$ cat config.mk
export PLATFORM = sky130hd
export DESIGN_NAME = axi_sram_burst_slave
export DESIGN_NICKNAME = d
export VERILOG_FILES = /design/src/rtl/axi_sram_pkg.sv /design/src/rtl/axi_sram_burst_slave.sv
export SDC_FILE = /design/constraint.sdc
export NUM_CORES = 1
export LEC_CHECK = 0
export BUFFER_PORTS_ARGS = -buffer_cell sky130_fd_sc_hd__buf_2
export CELL_PAD_IN_SITES_DETAIL_PLACEMENT = 0
export CELL_PAD_IN_SITES_GLOBAL_PLACEMENT = 1
export CORE_MARGIN = 5
export CORE_UTILIZATION = 32
export DETAILED_ROUTE_END_ITERATION = 10
export PLACE_DENSITY = 0.82
export SETUP_SLACK_MARGIN = 0.5
export SKIP_LAST_GASP = 1
export SYNTH_ARGS = -nofsm -noshare
export SYNTH_HDL_FRONTEND = slang
export SYNTH_SLANG_ARGS = --single-unit
$ cat constraint.sdc
create_clock -name clk -period 3.1 [get_ports clk]
set_input_delay 0.465 -clock clk [delete_from_list [all_inputs] [get_ports clk]]
set_output_delay 0.465 -clock clk [all_outputs]
set_load 0.01 [all_outputs]
$ cat src/rtl/axi_sram_pkg.sv
// rtl/axi_sram_pkg.sv - shared types and constants for the AXI burst SRAM slave
package axi_sram_pkg;

    localparam int DATA_W = 32;

    localparam logic [1:0] RESP_OKAY   = 2'b00;
    localparam logic [1:0] RESP_SLVERR = 2'b10;

    localparam logic [1:0] BURST_FIXED = 2'b00;
    localparam logic [1:0] BURST_INCR  = 2'b01;
    localparam logic [1:0] BURST_WRAP  = 2'b10;

    typedef enum logic [2:0] {
        IDLE,
        RD_REQ,
        RD_DATA,
        WR_DATA,
        WR_RESP
    } state_t;

endpackage

$ cat src/rtl/axi_sram_burst_slave.sv
// rtl/axi_sram_burst_slave.sv - single-transaction AXI4 INCR burst slave onto a word SRAM
// Optional out-of-range beat suppression: AXI_SRAM_RANGE_CHECK_EN
module axi_sram_burst_slave
    import axi_sram_pkg::*;
#(
    parameter int ID_W    = 8,
    parameter int AW_WORD = 14
) (
    input  logic                clk,
    input  logic                rst,
    input  logic [ID_W-1:0]     arid,
    input  logic [31:0]         araddr,
    input  logic [3:0]          arlen,
    input  logic [1:0]          arburst,
    input  logic                arvalid,
    output logic                arready,
    output logic [ID_W-1:0]     rid,
    output logic [DATA_W-1:0]   rdata,
    output logic [1:0]          rresp,
    output logic                rlast,
    output logic                rvalid,
    input  logic                rready,
    input  logic [ID_W-1:0]     awid,
    input  logic [31:0]         awaddr,
    input  logic [3:0]          awlen,
    input  logic [1:0]          awburst,
    input  logic                awvalid,
    output logic                awready,
    input  logic [DATA_W-1:0]   wdata,
    input  logic [DATA_W/8-1:0] wstrb,
    input  logic                wlast,
    input  logic                wvalid,
    output logic                wready,
    output logic [ID_W-1:0]     bid,
    output logic [1:0]          bresp,
    output logic                bvalid,
    input  logic                bready,
    output logic                sram_cs,
    output logic [DATA_W/8-1:0] sram_we,
    output logic [AW_WORD-1:0]  sram_a,
    output logic [DATA_W-1:0]   sram_d,
    input  logic [DATA_W-1:0]   sram_q
);

    state_t               state;
    logic [ID_W-1:0]      id_q;
    logic [AW_WORD-1:0]   addr_q;
    logic [AW_WORD-1:0]   addr_next;
    logic [3:0]           len_q;
    logic [3:0]           cnt;
    logic [1:0]           burst_q;
    logic                 err_q;
    logic                 oor_q;
    logic                 rd_first;
    logic [DATA_W-1:0]    rdata_q;
    logic [DATA_W-1:0]    beat_q;
    logic                 last_beat;
    logic                 w_fire;
    logic                 ar_oor;
    logic                 aw_oor;
    logic                 unused_addr_bits;

`ifdef AXI_SRAM_RANGE_CHECK_EN
    assign ar_oor = |araddr[31:AW_WORD+2];
    assign aw_oor = |awaddr[31:AW_WORD+2];
`else
    assign ar_oor = 1'b0;
    assign aw_oor = 1'b0;
`endif

    assign unused_addr_bits = ^{araddr[31:AW_WORD+2], araddr[1:0],
                                awaddr[31:AW_WORD+2], awaddr[1:0]};

    assign last_beat = (cnt == len_q);
    assign w_fire    = (state == WR_DATA) && wvalid;
    assign addr_next = (burst_q == BURST_FIXED) ? addr_q : addr_q + 1'b1;

    // Readies are gated by rst so nothing is offered while reset is held.
    assign awready = rst && (state == IDLE);
    assign arready = rst && (state == IDLE) && !awvalid;
    assign rvalid  = (state == RD_DATA);
    assign rlast   = rvalid && last_beat;
    assign rresp   = (rvalid && oor_q) ? RESP_SLVERR : RESP_OKAY;
    assign rid     = id_q;
    assign wready  = (state == WR_DATA);
    assign bvalid  = (state == WR_RESP);
    assign bresp   = err_q ? RESP_SLVERR : RESP_OKAY;
    assign bid     = id_q;

    // SRAM data is only valid in the first RD_DATA cycle; afterwards the held copy is shown.
    assign beat_q  = oor_q ? '0 : sram_q;
    assign rdata   = rd_first ? beat_q : rdata_q;

    assign sram_cs = ((state == RD_REQ) || w_fire) && !oor_q;
    assign sram_we = (w_fire && !oor_q) ? wstrb : '0;
    assign sram_a  = addr_q;
    assign sram_d  = wdata;

    always_ff @(posedge clk or negedge rst) begin
        if (!rst) begin
            state    <= IDLE;
            id_q     <= '0;
            addr_q   <= '0;
            len_q    <= '0;
            cnt      <= '0;
            burst_q  <= BURST_FIXED;
            err_q    <= 1'b0;
            oor_q    <= 1'b0;
            rd_first <= 1'b0;
            rdata_q  <= '0;
        end else begin
            case (state)
                IDLE: begin
                    if (awvalid) begin
                        id_q    <= awid;
                        addr_q  <= awaddr[AW_WORD+1:2];
                        len_q   <= awlen;
                        burst_q <= awburst;
                        oor_q   <= aw_oor;
                        cnt     <= '0;
                        state   <= WR_DATA;
                    end else if (arvalid) begin
                        id_q    <= arid;
                        addr_q  <= araddr[AW_WORD+1:2];
                        len_q   <= arlen;
                        burst_q <= arburst;
                        oor_q   <= ar_oor;
                        cnt     <= '0;
                        state   <= RD_REQ;
                    end
                end
                RD_REQ: begin
                    rd_first <= 1'b1;
                    state    <= RD_DATA;
                end
                RD_DATA: begin
                    if (rd_first) begin
                        rdata_q  <= beat_q;
                        rd_first <= 1'b0;
                    end
                    if (rready) begin
                        if (last_beat) begin
                            state <= IDLE;
                        end else begin
                            cnt    <= cnt + 4'd1;
                            addr_q <= addr_next;
                            state  <= RD_REQ;
                        end
                    end
                end
                WR_DATA: begin
                    if (wvalid) begin
                        // The beat count, not wlast, ends the burst; disagreement is reported.
                        if ((wlast != last_beat) || oor_q) begin
                            err_q <= 1'b1;
                        end
                        cnt    <= cnt + 4'd1;
                        addr_q <= addr_next;
                        if (last_beat) begin
                            state <= WR_RESP;
                        end
                    end
                end
                WR_RESP: begin
                    if (bready) begin
                        err_q <= 1'b0;
                        state <= IDLE;
                    end
                end
                default: state <= IDLE;
            endcase
        end
    end

endmodule

==> impl_metrics.tcl <==
set metrics [dict create \
    synth_flop_cell "dfrtp_1" \
    final_antenna_net_count 0 \
    regArea_um2 1730 \
    antenna_found_initial 2 \
    drt-initial-drc-count 171 \
    min_period_ns 2.46 \
    cts_resized 0 \
    syn_inst 403 \
    r2r_start "cnt[0]" \
    clock_latency_ns 0.32 \
    yosysSeqAreaShare_pct 41.5 \
    synth_edf_count 0 \
    cts_tree "built" \
    htree_num_levels 3 \
    syn_avg_cell_area_um2 10.3 \
    synth-seq-cells 69 \
    synth_area_leaders "dfrtp_1, mux2_2, buf_4" \
    wire_per_inst_um 14.9 \
    grt_pass1_vias 3370 \
    grt_max_degree 70 \
    reg2reg_slack_ns 0.64 \
    die_area_um2 15400 \
    placed_cells 691 \
    hp-start "bready" \
    io_buffers 173 \
    start_util_pct 32.8 \
    rsz0062_at_grt "no" \
    criticalPathCategory "register to register" \
    setup_viol 0 \
    power_mw 5.79 \
    slew_viol_final 0 \
    fp.coreArea_um2 12700 \
    yosys_warnings 0 \
    clock-root-buffer "clkbuf_16" \
    io_pins 277 \
    async_flop_share_pct 100 \
    finalNonFillerCells 707 \
    path_max_fanout 14 \
    worst_pin_slew_ns 0.882 \
    grt_usage_pct 13.5 \
    postLayoutCellArea_um2 5200 \
    whs_endpoint "err_q" \
    yosys.area.top_type "dfrtp_1" \
    multiInputGateArea_um2 1990 \
    die_y_um 124 \
    critPathLaunchType "register" \
    fmax_mhz 406 \
    diodes 0 \
    first_pass_iters 4 \
    grt_pass1_wl_um 16400 \
    crit_path_end_kind "register" \
    p_leak_nw 2.44 \
    cts_hold_buf 0 \
    clockBufferDepth 2 \
    vias 3403 \
    min_path_type "input pin to register" \
    route.detailed.drc 0 \
    slew_headroom_pct 41.2 \
    fin_skew_ns 0.00753 \
    required_ns 3.31 \
    fin_tns_setup_ns 0 \
    floorplan.rows 41 \
    gp_congestion 0.763 \
    gr-total-overflow 0 \
    post-synth-top-count-cell "mux2_2" \
    area_growth_pct 24.9 \
    hold_viol_final 0 \
    drive_gt1_share_pct 51.2 \
    vias_per_cell 4.81 \
    worstHoldPathCells 2 \
    finalWirelength_um 10500 \
    power.density_nw_per_um2 1110 \
    yosys.area.top_type_share_pct 41.5 \
    fin_nets 700 \
    vdd_drop_max_mv 0.387 \
    syn-cell-area_um2 4160 \
    num-fill-cells 1273 \
    ys_types 39 \
    timing.final.crit_share_pct 79.4 \
    die_w_um 124 \
    cts_setup_buffers 0 \
    reg2regPathDepth 6 \
    synth_common_cells "mux2_2, dfrtp_1, buf_4, a21oi_1, nor2_1" \
    reg2reg_to "sram_a[1]" \
    clock-sinks 69 \
    drv_cap 0 \
    place_area_um2 4900 \
    dp_hpwl_um 7970 \
    arrival_ns 2.67 \
    status "finished, final reports clean" \
    cts.clk_slew.worst_paths_ns 0.06 \
    numCtsBuffers 9 \
]
[kinds of logic after synthesis]
| kind of cell | after synthesis | share of synthesized area (%) |
|---|---|---|
| flip-flops | 69 | 41.5 |
| other | 1 | 0.0902 |
| adder cells (fa/ha/maj) | 2 | 0.602 |
| AND/OR/NAND/NOR | 88 | 10.6 |
| XOR/XNOR | 5 | 1.05 |
| AO/OA/AOI/OAI | 76 | 11.8 |
| multiplexers | 88 | 23.3 |
| buffers and inverters | 74 | 11.1 |
[power breakdown]
group          internal [mW]  switching, mW  total (mW)  leakage [nW]
registers               1.38          0.389        1.76         0.800
clock network          0.625          0.386        1.01         0.146
logic                   1.49           1.53        3.01          1.50
total                   3.49           2.30        5.79          2.44
[through the flow]
| stage | setup slack, ns | hold slack [ns] | utilization (%) |
|---|---|---|---|
| final | 0.639 | 0.325 | 41.0 |
| after global routing | 0.526 | 0.342 | 41.0 |
| after CTS | 0.621 | 0.311 | 41.0 |
| after detailed placement | 0.631 | 0.493 | 38.6 |
| after global placement | 0.643 | 0.484 | 38.6 |
| after floorplan | 1.05 | 0.169 | - |
[worst max path at each step]
stage / from / endpoint / slack, ns / cells past startpoint
after floorplan: awvalid / sram_a[0] / 1.05 / 7
after global placement: awvalid / sram_a[8] / 0.64 / 6
after detailed placement: cnt[0] / sram_a[1] / 0.63 / 6
after CTS: cnt[0] / sram_a[1] / 0.62 / 6
after global routing: state[1] / sram_we[3] / 0.53 / 6
final: cnt[0] / sram_a[1] / 0.64 / 6
[cell usage in the layout, fill, tap and decap left out, types with 2 or more instances in the layout]
master	count
a21oi_1	28
nor3_1	14
clkinv_2	2
mux2i_1	18
xor2_1	5
nand2b_1	2
a211oi_1	8
buf_2	172
nand3_1	4
o211a_1	2
a31oi_1	7
and3_1	3
nand2_1	13
o22a_1	5
nand4_1	5
buf_4	11
dfrtp_1	69
mux2_2	70
conb_1	3
o22ai_1	2
nor2_2	2
o21ai_0	11
clkbuf_16	9
nor2_1	22
ha_1	2
and2_1	6
clkinv_4	2
nor2b_1	8
or3_1	4
a2bb2oi_1	7
inv_1	5
[per-layer routing]
layer  track usage [%]  wire length, um
met5                 0               37
met4              6.37              248
met3              3.45              917
met2              22.8             5040
met1              15.9             4270
[worst max-delay path: stages, from the launching register on]
cell and delay (ns):
dfrtp_1 0.43, xor2_1 0.21, nor4_2 0.07, buf_4 0.17
a2111o_1 0.64, nor2_2 0.45, mux2_2 0.39
[final cells by class]
| class | instances | area share [%] |
|---|---|---|
| Clock inverter | 7 | 1.42 |
| Sequential cell | 69 | 33.2 |
| Multi-Input combinational cell | 262 | 38.4 |
| Tap cell | 172 | 4.14 |
| Timing Repair Buffer | 183 | 18.2 |
| Inverter | 5 | 0.361 |
| Clock buffer | 9 | 4.33 |
[flip-flops by register name, indices dropped and copies added (netlist names)]
| name | flops |
|---|---|
| cnt | 4 |
| rdata_q | 32 |
| bid | 8 |
| sram_a | 14 |
| state | 3 |
| rd_first | 1 |
| burst_q | 2 |
| len_q | 4 |
| err_q | 1 |
Note: power is estimated with default switching activity, not from simulation.
